--- config.mk ---
export PLATFORM = sky130hd
export DESIGN_NAME = stim_sequencer_flat
export DESIGN_NICKNAME = d
export VERILOG_FILES = /design/src/rtl/stim_pkg.sv /design/src/rtl/stim_sequencer_if.sv /design/src/rtl/stim_phase_timer.sv /design/src/rtl/stim_sequencer.sv /design/src/flat_wrapper.sv
export SDC_FILE = /design/constraint.sdc
export NUM_CORES = 1
export LEC_CHECK = 0
export CORE_ASPECT_RATIO = 0.5
export CORE_UTILIZATION = 30
export DETAILED_ROUTE_END_ITERATION = 16
export PLACE_DENSITY_LB_ADDON = 0.3
export SLEW_MARGIN = 20
export SYNTH_ARGS = -nofsm -noshare
export SYNTH_HDL_FRONTEND = slang
export SYNTH_SLANG_ARGS = --single-unit
--- constraint.sdc ---
create_clock -name CLK -period 3.8 [get_ports CLK]
set_input_delay 0.76 -clock CLK [delete_from_list [all_inputs] [get_ports CLK]]
set_output_delay 0.76 -clock CLK [all_outputs]
set_load 0.02 [all_outputs]
--- src/rtl/stim_pkg.sv ---
// Shared types for the stimulation sequencer: FSM state encoding, phase strobes
// and the raw phase ordering used before zero-length phases are skipped.
package stim_pkg;

  typedef enum logic [2:0] {
    S_IDLE,
    S_CAT,
    S_IPD,
    S_ANO,
    S_DIS,
    S_REST
  } state_t;

  typedef struct packed {
    logic cat;
    logic ano;
    logic dis;
  } strobe_t;

  function automatic state_t stim_next_raw(state_t s);
    state_t n;
    case (s)
      S_CAT:   n = S_IPD;
      S_IPD:   n = S_ANO;
      S_ANO:   n = S_DIS;
      S_DIS:   n = S_REST;
      default: n = S_CAT;
    endcase
    return n;
  endfunction

  function automatic strobe_t stim_strobes(state_t s);
    strobe_t st;
    st = '0;
    case (s)
      S_CAT:   st.cat = 1'b1;
      S_ANO:   st.ano = 1'b1;
      S_DIS:   st.dis = 1'b1;
      default: st = '0;
    endcase
    return st;
  endfunction

endpackage

--- src/rtl/stim_sequencer_if.sv ---
// Run-request and stimulator-output bundle of the stimulation sequencer.
// master = controller side, slave = sequencer side.
interface stim_sequencer_if #(
  parameter int NUM_CH = 4,
  parameter int MAG_W  = 5
);
  localparam int CH_W = $clog2(NUM_CH);

  logic            ENABLE;
  logic            RAMP_ST;
  logic            CH_SWEEP_ST;
  logic            EN_ST;
  logic            CAT_ST;
  logic            ANO_ST;
  logic            DIS_ST;
  logic [CH_W-1:0] CH_SEL_ST;
  logic [MAG_W-1:0] MAG_ST;
  logic            PULSE_DONE;
  logic            BLANK_EMG;

  modport master (
    output ENABLE, RAMP_ST, CH_SWEEP_ST,
    input  EN_ST, CAT_ST, ANO_ST, DIS_ST, CH_SEL_ST, MAG_ST, PULSE_DONE, BLANK_EMG
  );

  modport slave (
    input  ENABLE, RAMP_ST, CH_SWEEP_ST,
    output EN_ST, CAT_ST, ANO_ST, DIS_ST, CH_SEL_ST, MAG_ST, PULSE_DONE, BLANK_EMG
  );
endinterface

--- src/rtl/stim_phase_timer.sv ---
// Loadable down-counter; tc is high on the last cycle of a loaded duration
// (load N-1 to get an N-cycle phase).
module stim_phase_timer #(
  parameter int CNT_W = 16
) (
  input  logic             clk,
  input  logic             resetn,
  input  logic             load,
  input  logic [CNT_W-1:0] load_val,
  output logic             tc
);
  logic [CNT_W-1:0] cnt;

  always_ff @(posedge clk) begin
    if (!resetn)          cnt <= '0;
    else if (load)        cnt <= load_val;
    else if (cnt != '0)   cnt <= cnt - CNT_W'(1);
  end

  assign tc = (cnt == '0);
endmodule

--- src/rtl/stim_sequencer.sv ---
// Biphasic stimulation pulse sequencer with magnitude ramp and channel sweep.
// Optional EMG blanking output is built only when STIM_BLANK_EN is defined.
module stim_sequencer
  import stim_pkg::*;
#(
  parameter int NUM_CH        = 4,
  parameter int MAG_W         = 5,
  parameter int CNT_W         = 16,
  parameter int PERIOD_CYC    = 500,
  parameter int CAT_CYC       = 150,
  parameter int IPD_CYC       = 10,
  parameter int ANO_CYC       = 150,
  parameter int DIS_CYC       = 10,
  parameter int MAG_INIT      = 10,
  parameter int MAG_STEP      = 1,
  parameter int MAG_MAX       = 31,
  parameter int PULSES_PER_CH = 5,
  parameter int CH_DEFAULT    = 1,
  parameter int BLANK_CYC     = 20
) (
  input logic            CLK,
  input logic            RESETN,
  stim_sequencer_if.slave bus
);
  localparam int CH_W     = $clog2(NUM_CH);
  localparam int ACT_CYC  = CAT_CYC + IPD_CYC + ANO_CYC + DIS_CYC;
  localparam int REST_CYC = PERIOD_CYC - ACT_CYC;

  if (ACT_CYC > PERIOD_CYC) begin : g_chk_period
    $error("stim_sequencer: pulse phases exceed PERIOD_CYC");
  end
  if (ACT_CYC == 0) begin : g_chk_pulse
    $error("stim_sequencer: pulse has no active phase");
  end
  if (MAG_INIT > MAG_MAX) begin : g_chk_mag
    $error("stim_sequencer: MAG_INIT above MAG_MAX");
  end
  if (CH_DEFAULT >= NUM_CH) begin : g_chk_ch
    $error("stim_sequencer: CH_DEFAULT out of range");
  end
  if (NUM_CH < 2 || PULSES_PER_CH < 1 || BLANK_CYC < 0) begin : g_chk_misc
    $error("stim_sequencer: bad NUM_CH, PULSES_PER_CH or BLANK_CYC");
  end

  function automatic logic [CNT_W-1:0] dur(state_t s);
    case (s)
      S_CAT:   return CNT_W'(CAT_CYC);
      S_IPD:   return CNT_W'(IPD_CYC);
      S_ANO:   return CNT_W'(ANO_CYC);
      S_DIS:   return CNT_W'(DIS_CYC);
      S_REST:  return CNT_W'(REST_CYC);
      default: return '0;
    endcase
  endfunction

  // Next phase in the pulse cycle, skipping any phase of zero length.
  function automatic state_t succ(state_t s);
    state_t n;
    state_t r;
    logic   found;
    n     = s;
    r     = S_CAT;
    found = 1'b0;
    for (int i = 0; i < 5; i++) begin
      n = stim_next_raw(n);
      if (!found && dur(n) != '0) begin
        r     = n;
        found = 1'b1;
      end
    end
    return r;
  endfunction

  function automatic logic [MAG_W-1:0] mag_sat_step(logic [MAG_W-1:0] m);
    int sum;
    sum = int'(m) + MAG_STEP;
    return (sum > MAG_MAX) ? MAG_W'(MAG_MAX) : MAG_W'(sum);
  endfunction

  state_t           state, state_nxt;
  logic             stop_req;
  logic             tmr_load, tmr_tc;
  logic [CNT_W-1:0] tmr_val;
  logic             active, is_last, pulse_done;
  logic [MAG_W-1:0] mag;
  logic [CH_W-1:0]  ch;
  logic [CNT_W-1:0] pulse_cnt;
  strobe_t          strobes;

  assign active     = (state != S_IDLE) && (state != S_REST);
  assign is_last    = (succ(state) == S_REST) || (succ(state) == S_CAT);
  assign pulse_done = active && tmr_tc && is_last;
  assign tmr_val    = dur(state_nxt) - CNT_W'(1);

  stim_phase_timer #(.CNT_W(CNT_W)) u_timer (
    .clk      (CLK),
    .resetn   (RESETN),
    .load     (tmr_load),
    .load_val (tmr_val),
    .tc       (tmr_tc)
  );

  always_comb begin
    state_nxt = state;
    tmr_load  = 1'b0;
    case (state)
      S_IDLE: begin
        if (bus.ENABLE) begin
          state_nxt = succ(S_REST);
          tmr_load  = 1'b1;
        end
      end
      S_REST: begin
        if (!bus.ENABLE) begin
          state_nxt = S_IDLE;
        end else if (tmr_tc) begin
          state_nxt = succ(S_REST);
          tmr_load  = 1'b1;
        end
      end
      default: begin
        // A stop request never cuts a pulse short: only the last phase may exit.
        if (tmr_tc) begin
          if (is_last && (stop_req || !bus.ENABLE)) begin
            state_nxt = S_IDLE;
          end else begin
            state_nxt = succ(state);
            tmr_load  = 1'b1;
          end
        end
      end
    endcase
  end

  always_ff @(posedge CLK) begin
    if (!RESETN) begin
      state    <= S_IDLE;
      stop_req <= 1'b0;
    end else begin
      state <= state_nxt;
      if (state_nxt == S_IDLE)        stop_req <= 1'b0;
      else if (active && !bus.ENABLE) stop_req <= 1'b1;
    end
  end

  // Magnitude and channel only move at pulse boundaries; a channel change reloads MAG_INIT.
  always_ff @(posedge CLK) begin
    if (!RESETN) begin
      mag       <= MAG_W'(MAG_INIT);
      ch        <= CH_W'(CH_DEFAULT);
      pulse_cnt <= '0;
    end else if (pulse_done) begin
      if (bus.CH_SWEEP_ST && pulse_cnt == CNT_W'(PULSES_PER_CH - 1)) begin
        ch        <= (ch == CH_W'(NUM_CH - 1)) ? '0 : ch + CH_W'(1);
        pulse_cnt <= '0;
        mag       <= MAG_W'(MAG_INIT);
      end else begin
        if (bus.CH_SWEEP_ST) begin
          pulse_cnt <= pulse_cnt + CNT_W'(1);
        end else begin
          ch        <= CH_W'(CH_DEFAULT);
          pulse_cnt <= '0;
        end
        mag <= bus.RAMP_ST ? mag_sat_step(mag) : MAG_W'(MAG_INIT);
      end
    end
  end

  assign strobes        = stim_strobes(state);
  assign bus.EN_ST      = (state != S_IDLE);
  assign bus.CAT_ST     = strobes.cat;
  assign bus.ANO_ST     = strobes.ano;
  assign bus.DIS_ST     = strobes.dis;
  assign bus.PULSE_DONE = pulse_done;
  assign bus.MAG_ST     = mag;
  assign bus.CH_SEL_ST  = ch;

`ifdef STIM_BLANK_EN
  // Tail counter runs only in REST, so leaving REST truncates the blanking window.
  logic [CNT_W-1:0] blank_cnt;

  always_ff @(posedge CLK) begin
    if (!RESETN)                                blank_cnt <= '0;
    else if (pulse_done)                        blank_cnt <= CNT_W'(BLANK_CYC);
    else if (state == S_REST && blank_cnt != '0) blank_cnt <= blank_cnt - CNT_W'(1);
  end

  assign bus.BLANK_EMG = active || (state == S_REST && blank_cnt != '0);
`else
  assign bus.BLANK_EMG = 1'b0;
`endif
endmodule

--- src/flat_wrapper.sv ---
// flat-port wrapper written by rule: the top's interface ports become plain ports
module stim_sequencer_flat import stim_pkg::*;
#(
  parameter int NUM_CH        = 4,
  parameter int MAG_W         = 5,
  parameter int CNT_W         = 16,
  parameter int PERIOD_CYC    = 500,
  parameter int CAT_CYC       = 150,
  parameter int IPD_CYC       = 10,
  parameter int ANO_CYC       = 150,
  parameter int DIS_CYC       = 10,
  parameter int MAG_INIT      = 10,
  parameter int MAG_STEP      = 1,
  parameter int MAG_MAX       = 31,
  parameter int PULSES_PER_CH = 5,
  parameter int CH_DEFAULT    = 1,
  parameter int BLANK_CYC     = 20
)
  (CLK, RESETN, bus_ENABLE, bus_RAMP_ST, bus_CH_SWEEP_ST, bus_EN_ST, bus_CAT_ST, bus_ANO_ST, bus_DIS_ST, bus_CH_SEL_ST, bus_MAG_ST, bus_PULSE_DONE, bus_BLANK_EMG);
  stim_sequencer_if #(.NUM_CH(NUM_CH), .MAG_W(MAG_W)) bus_i ();
  input logic CLK;
  input logic RESETN;
  input wire logic [$bits(bus_i.ENABLE)-1:0] bus_ENABLE;
  input wire logic [$bits(bus_i.RAMP_ST)-1:0] bus_RAMP_ST;
  input wire logic [$bits(bus_i.CH_SWEEP_ST)-1:0] bus_CH_SWEEP_ST;
  output wire logic [$bits(bus_i.EN_ST)-1:0] bus_EN_ST;
  output wire logic [$bits(bus_i.CAT_ST)-1:0] bus_CAT_ST;
  output wire logic [$bits(bus_i.ANO_ST)-1:0] bus_ANO_ST;
  output wire logic [$bits(bus_i.DIS_ST)-1:0] bus_DIS_ST;
  output wire logic [$bits(bus_i.CH_SEL_ST)-1:0] bus_CH_SEL_ST;
  output wire logic [$bits(bus_i.MAG_ST)-1:0] bus_MAG_ST;
  output wire logic [$bits(bus_i.PULSE_DONE)-1:0] bus_PULSE_DONE;
  output wire logic [$bits(bus_i.BLANK_EMG)-1:0] bus_BLANK_EMG;
  assign bus_i.ENABLE = bus_ENABLE;
  assign bus_i.RAMP_ST = bus_RAMP_ST;
  assign bus_i.CH_SWEEP_ST = bus_CH_SWEEP_ST;
  assign bus_EN_ST = bus_i.EN_ST;
  assign bus_CAT_ST = bus_i.CAT_ST;
  assign bus_ANO_ST = bus_i.ANO_ST;
  assign bus_DIS_ST = bus_i.DIS_ST;
  assign bus_CH_SEL_ST = bus_i.CH_SEL_ST;
  assign bus_MAG_ST = bus_i.MAG_ST;
  assign bus_PULSE_DONE = bus_i.PULSE_DONE;
  assign bus_BLANK_EMG = bus_i.BLANK_EMG;
  stim_sequencer #(.NUM_CH(NUM_CH), .MAG_W(MAG_W), .CNT_W(CNT_W), .PERIOD_CYC(PERIOD_CYC), .CAT_CYC(CAT_CYC), .IPD_CYC(IPD_CYC), .ANO_CYC(ANO_CYC), .DIS_CYC(DIS_CYC), .MAG_INIT(MAG_INIT), .MAG_STEP(MAG_STEP), .MAG_MAX(MAG_MAX), .PULSES_PER_CH(PULSES_PER_CH), .CH_DEFAULT(CH_DEFAULT), .BLANK_CYC(BLANK_CYC)) u_core (.CLK(CLK), .RESETN(RESETN), .bus(bus_i));
endmodule
# Word level (Yosys, flattened, before mapping)

Cells that the tools add are included.

Register bits after elaboration: 43
Bits of input ports: 5
Word-level logic and storage cells: 250

Add/sub/neg operators: 5
Order comparisons: 1
Equal/unequal tests: 66
Multiplexer cells: 105
Bitwise operators: 1
Reductions and logical operators: 66

Operators with widths:

| operator              | count |
|---|---|
| $mux 16               | 19 |
| $pmux 8 s3            | 11 |
| $reduce_bool 16->1    | 11 |
| $pmux 3 s4            | 9 |
| $mux 3                | 30 |
| $eq 3x3->1 const B    | 25 |
| $eq 3x2->1 const B    | 24 |
| $reduce_or 2->1       | 24 |
| $eq 3x1->1 const B    | 13 |
| $gt 32x6->1 const B   | 1 |
| $mux 1                | 28 |
| $add 16x1->16 const B | 1 |
| $eq 16x3->1 const B   | 1 |
| $logic_not 16->1      | 1 |
| $sub 16x1->16 const B | 1 |
| $mux 5                | 3 |
| $logic_and 1x1->1     | 14 |
| $logic_not 1->1       | 9 |
| $sub 8x1->9 const B   | 1 |
| $add 5x1->6 const B   | 1 |
| $logic_not 3->1       | 2 |
| $mux 2                | 3 |
| $pmux 3 s2            | 1 |
| $ne 3x3->1 const B    | 1 |
| other kinds (9)       | 10 |

# Depth between registers and ports, before layout

Depth after elaboration: 65
Depth in mapped cells: 15
Gate-level depth less buffers: 13

# Modules after synthesis

From an unflattened synthesis, not the netlist that was laid out.

Cell total of the unflattened synthesis: 343
Area total of the unflattened synthesis: 2745.1 µm²

Modules (own cells, without submodules):

| module           | times used | cells an instance | area an instance (µm²) | seq. area each (µm²) |
|---|---|---|---|---|
| stim_sequencer   | 1          | 227               | 1805.5                 | 540.5 |
| stim_phase_timer | 1          | 116               | 939.7                  | 320.3 |

# Worst setup path after synthesis

OpenSTA, ideal clock, no wires.

Path kind: register -> register
From: register u_core.state[0]
To: register u_core.u_timer.cnt[5]
Arrival time: 2.911 ns
Data required time: 3.681 ns
Slack: 0.771 ns
Cell stages (with the launch flop): 14
Period minus slack after synthesis: 3.029 ns
Cell sequence: dfxtp_1 buf_2 nor2b_1 and2_1 or2_2 ha_1 o211ai_1 and3_1 o211a_1 nand2_1 ha_1 a22oi_1 a21oi_1 o221a_1

Cells in the longest elaborated chain, start to end: 45
Elaborated cells on any way between the ends: 205

Ends and longest elaborated chain:

| item                                                | line                   | source |
|---|---|---|
| start: declaration                                  | stim_sequencer.sv:80   | `state_t state, state_nxt;` |
| start signal: assignment                            | stim_sequencer.sv:140  | `state <= state_nxt;` |
| branches (longest 45 deep; another with $pmux 3 s4) | --                     |  |
| end signal: assignment                              | stim_phase_timer.sv:16 | `else if (load) cnt <= load_val;` |
| end signal: assignment                              | stim_phase_timer.sv:17 | `else if (cnt != '0) cnt <= cnt - CNT_W'(1);` |
| end: declaration                                    | stim_phase_timer.sv:12 | `logic [CNT_W-1:0] cnt;` |

Parallel ways; which one is timed is not known. The select of a mux whose other input is x is not followed.
A chain may end at the register's enable or synchronous reset.

# Final worst setup path

From: register u_core.state[1]
To: output port bus_PULSE_DONE

Cells in the longest elaborated chain, start to end: 22
Elaborated cells on any way between the ends: 79

Ends and longest elaborated chain:

| item                                                | line                 | source |
|---|---|---|
| branches (longest 21 deep; another with $pmux 3 s4) | --                   |  |
| $logic_and 1x1->1 *                                 | stim_sequencer.sv:92 | `assign pulse_done = active && tmr_tc && is_last;` |
| end: declaration                                    | flat_wrapper.sv:32   | `output wire logic [$bits(bus_i.PULSE_DONE)-1:0] bus_PULSE_DONE;` |

Every way passes the cells marked *.

==> key figures <==
Clock tree
  – Longest Clk Path Bufs: 2
  – Worst-path clk slew: 0.06 ns
  – Root Driver: clkbuf_16
  – H-tree depth: 2
  – Skew-Pair Late Insertion Delay: 0.29 ns
  – CTS tree: built
  – Sink Count: 43
  – Hold Buf Count CTS: 0
  – CTS Buf Count: 5

Synth
  – Synth Flop Type: dfxtp_1
  – Mapped Nets: 352
  – Seq/Total Area, Yosys: 0.313
  – Synth cell count leaders: 43 x dfxtp_1, 37 x nor2_1, 36 x nand2_1, 20 x xor2_1, 16 x a21oi_1
  – Top cells by area, synth: dfxtp_1 31%, xor2_1 6.4%, nor2_1 5.1%, ha_1 5.0%, nand2_1 4.9%
  – Cell variety after synth: 61
  – Synth top area share: 0.313
  – Netlist Area Pre-Place: between 2000 and 3000 um^2
  – Yosys top cell by area: dfxtp_1
  – Post-synthesis cell count: 336
  – Yosys reg bits: 43
  – Top-count cell post-synth: dfxtp_1
  – Async SR Flop Fraction: 0
  – Mean Syn Cell Area: 8.18 um^2
  – Synth Warn #: 0
  – Post-synth EDFFs: 0

Global routing
  – Vias in the first global route: approximately 2200
  – Largest net degree at the start of global routing: 18
  – Met3 usage: 0.0351
  – Total track usage: 0.136
  – Gr busiest metal: met2
  – Initial antenna violation count: 0
  – GR Util met1: 0.183
  – Met2 usage: 0.213
  – Total gr overflow: 0
  – First-pass GRT wire length: slightly above 10 mm

Setup path
  – Critical path depth: 6
  – CP startpoint kind: register
  – Critical path arrival: approximately 2.9 ns
  – Setup crit end: bus_PULSE_DONE
  – Worst Setup End Kind: output port
  – R2r endpoint: u_core.u_timer.cnt[5]
  – R2R Setup Slk: 0.52 ns
  – Critical path cell sequence: nor3b_2 -> or2_2 -> ha_1 -> o22ai_2 -> nor2_1 -> clkdlybuf4s50_1
  – R2r startpoint: u_core.state[1]
  – Crit path required time: 3.04 ns
  – CP delay by family, top: simple AND/OR/NAND/NOR gates
  – Crit path launch: u_core.state[1]
  – Max FO, Critical Path: 15
  – CP max stage cell: dfxtp_1
  – Worst Path Buf+Inv: 1
  – WS Path Type: register to output port
  – Worst r2r path cells: 11
  – Crit-path max cell delay: 0.68 ns

Power and ir drop
  – VDD IR max: 0.000318 V
  – Power Dens Cells: 652 nW/um^2
  – Leakage: approximately 1.2 nW

Floorplanning
  – Die Y: 69.7 um
  – Starting density of the core: 0.312
  – Core Region: 8800 um^2
  – Die extent in x: 137 um
  – Placement Rows: 24
  – I/O Pins: 18
  – DIE AREA: 9570 um^2

Finish
  – Final nets: 366
  – Share of cells above drive strength 1: 0.0826
  – Area grow syn2layout: 17.1%
  – Final core occ: 0.366
  – Antenna Cells: 0
  – Seq. cell area: 861 um^2
  – Layout filler cell count: 900
  – Multi-input logic area: 1790 um^2

Timing
  – RSZ-0062 raised after global routing: false
  – Fin crit share: 0.951
  – Final setup TNS: 0 ns
  – Max-slew headroom: 0.618
  – Endpoints failing hold: 0
  – Final setup viols: 0
  – Least-Margin Pin Slew: 0.565 ns
  – Fin Clk Skew: 0.00518 ns
  – Final min period: 3.61 ns
  – FMAX: 277 MHz
  – Max-slew violation count: 0

Routing
  – Routed Wire Length: 6.06 mm
  – Vias: 2357
  – Avg WL per Cell: 12.9 um
  – DRT antenna net count: 0
  – Pre-antenna DRT Iters: 5
  – Vias/cell: 5.04
  – Drt drc: 0
  – DRT iter0 DRCs: 173

Min path
  – Hold depth: 2
  – Worst hold path class: register to register

Job
  – Number of max-cap violations: 0

Placement
  – # port buffers: 16
  – Dpl hpwl: 4.49 mm
  – GPL Wtd Cong: between 0.8 and 0.9

Run status
  – Status: finished clean
-- metal layers --
layer | share of wire | wire length [um]
met5 | 0 | 0
met4 | 0.015 | 88
met3 | 0.038 | 231
met2 | 0.46 | 2760
met1 | 0.49 | 2980
-- cell families (layout without fill, tap and decap cells) --
group / count (synthesis) / after routing / synth area share
AO/OA/AOI/OAI: 73 / 73 / 0.195
XOR/XNOR: 30 / 30 / 0.0983
adder cells (fa/ha/maj): 11 / 11 / 0.0501
buffers and inverters: 23 / 38 / 0.0378
flip-flops: 43 / 43 / 0.313
multiplexers: 1 / 1 / 0.00364
other: 1 / 1 / 0.00136
AND/OR/NAND/NOR: 154 / 154 / 0.300
-- power by group --
part | total [W] | switching, W | internal (W)
clock network | 0.000561 | 0.000185 | 0.000377
registers | 0.000621 | 0.0000922 | 0.000529
logic | 0.000914 | 0.000544 | 0.000371
total | 0.00210 | 0.000821 | 0.00128
-- sequential cells by signal, summed over array words and instances (netlist names) --
| register | count |
|---|---|
| u_core.bus.CH_SEL_ST | 2 |
| u_core.bus.MAG_ST | 5 |
| u_core.pulse_cnt | 16 |
| u_core.state | 3 |
| u_core.stop_req | 1 |
| u_core.u_timer.cnt | 16 |
-- stage by stage --
step	std cells	power, W	setup slack, ns	instance area (um^2)	hold slack, ns
final	468	0.00210	0.188	3220	0.501
after global routing	468	0.00225	0.0803	3220	0.527
after CTS	468	0.00210	0.143	3210	0.499
after detailed placement	460	0.00154	0.450	3020	0.490
after global placement	460	0.00155	0.520	3020	0.482
after floorplan	336	0.00135	0.771	2750	0.462
-- cell type report --
cell class / count / share of cell area
inverter: 10 / 0.0117
timing repair buffer: 20 / 0.0591
multi-input combinational: 270 / 0.556
clock inverter: 3 / 0.0210
clock buffer: 5 / 0.0389
sequential: 43 / 0.267
tap: 117 / 0.0455
-- timing repair --
item	in CTS	in global routing
buffers inserted	0	0
gates resized for setup	0	1
hold endpoints to repair	0	0
setup endpoints to repair	0	1
-- layout by cell type (no fill, tap or decap), drive strengths merged, types with 3 or more instances in the layout --
cell type / synthesis / routed
dfxtp: 43 / 43
nor2: 38 / 38
nand2: 36 / 36
xor2: 21 / 21
o21ai: 18 / 18
a21oi: 17 / 17
clkdlybuf4s50: 0 / 16
nand3: 14 / 14
o21a: 11 / 11
ha: 11 / 11
inv: 10 / 10
xnor2: 9 / 9
nor3: 9 / 9
and2: 7 / 7
and3: 7 / 7
nand2b: 7 / 7
nand4: 6 / 6
nor2b: 5 / 5
clkbuf: 6 / 5
nor4: 5 / 5
a21boi: 5 / 5
or3: 4 / 4
buf: 7 / 4
nor4b: 3 / 3
or4: 3 / 3
a31oi: 3 / 3
nor3b: 3 / 3
-- worst register-to-register path: stages, from the launching register on --
cell      delay, ns
dfxtp_1        0.68
nor3b_2        0.16
or2_2          0.34
ha_1           0.35
o211ai_1       0.18
and3_1         0.28
o211a_1        0.26
nand2_1        0.14
ha_1           0.28
a22oi_1        0.19
a21oi_1        0.09
o221a_1        0.24
-- how the worst min path moves through the flow --
stage | slack, ns | startpoint | end
floorplan | 0.46 | u_core.pulse_cnt[1] | u_core.pulse_cnt[1]
global placement | 0.48 | u_core.pulse_cnt[1] | u_core.pulse_cnt[1]
detailed placement | 0.49 | u_core.pulse_cnt[1] | u_core.pulse_cnt[1]
CTS | 0.50 | u_core.pulse_cnt[1] | u_core.pulse_cnt[1]
global route | 0.53 | u_core.pulse_cnt[1] | u_core.pulse_cnt[1]
finish | 0.50 | u_core.pulse_cnt[1] | u_core.pulse_cnt[1]
Power figures use the tool's default switching activity.
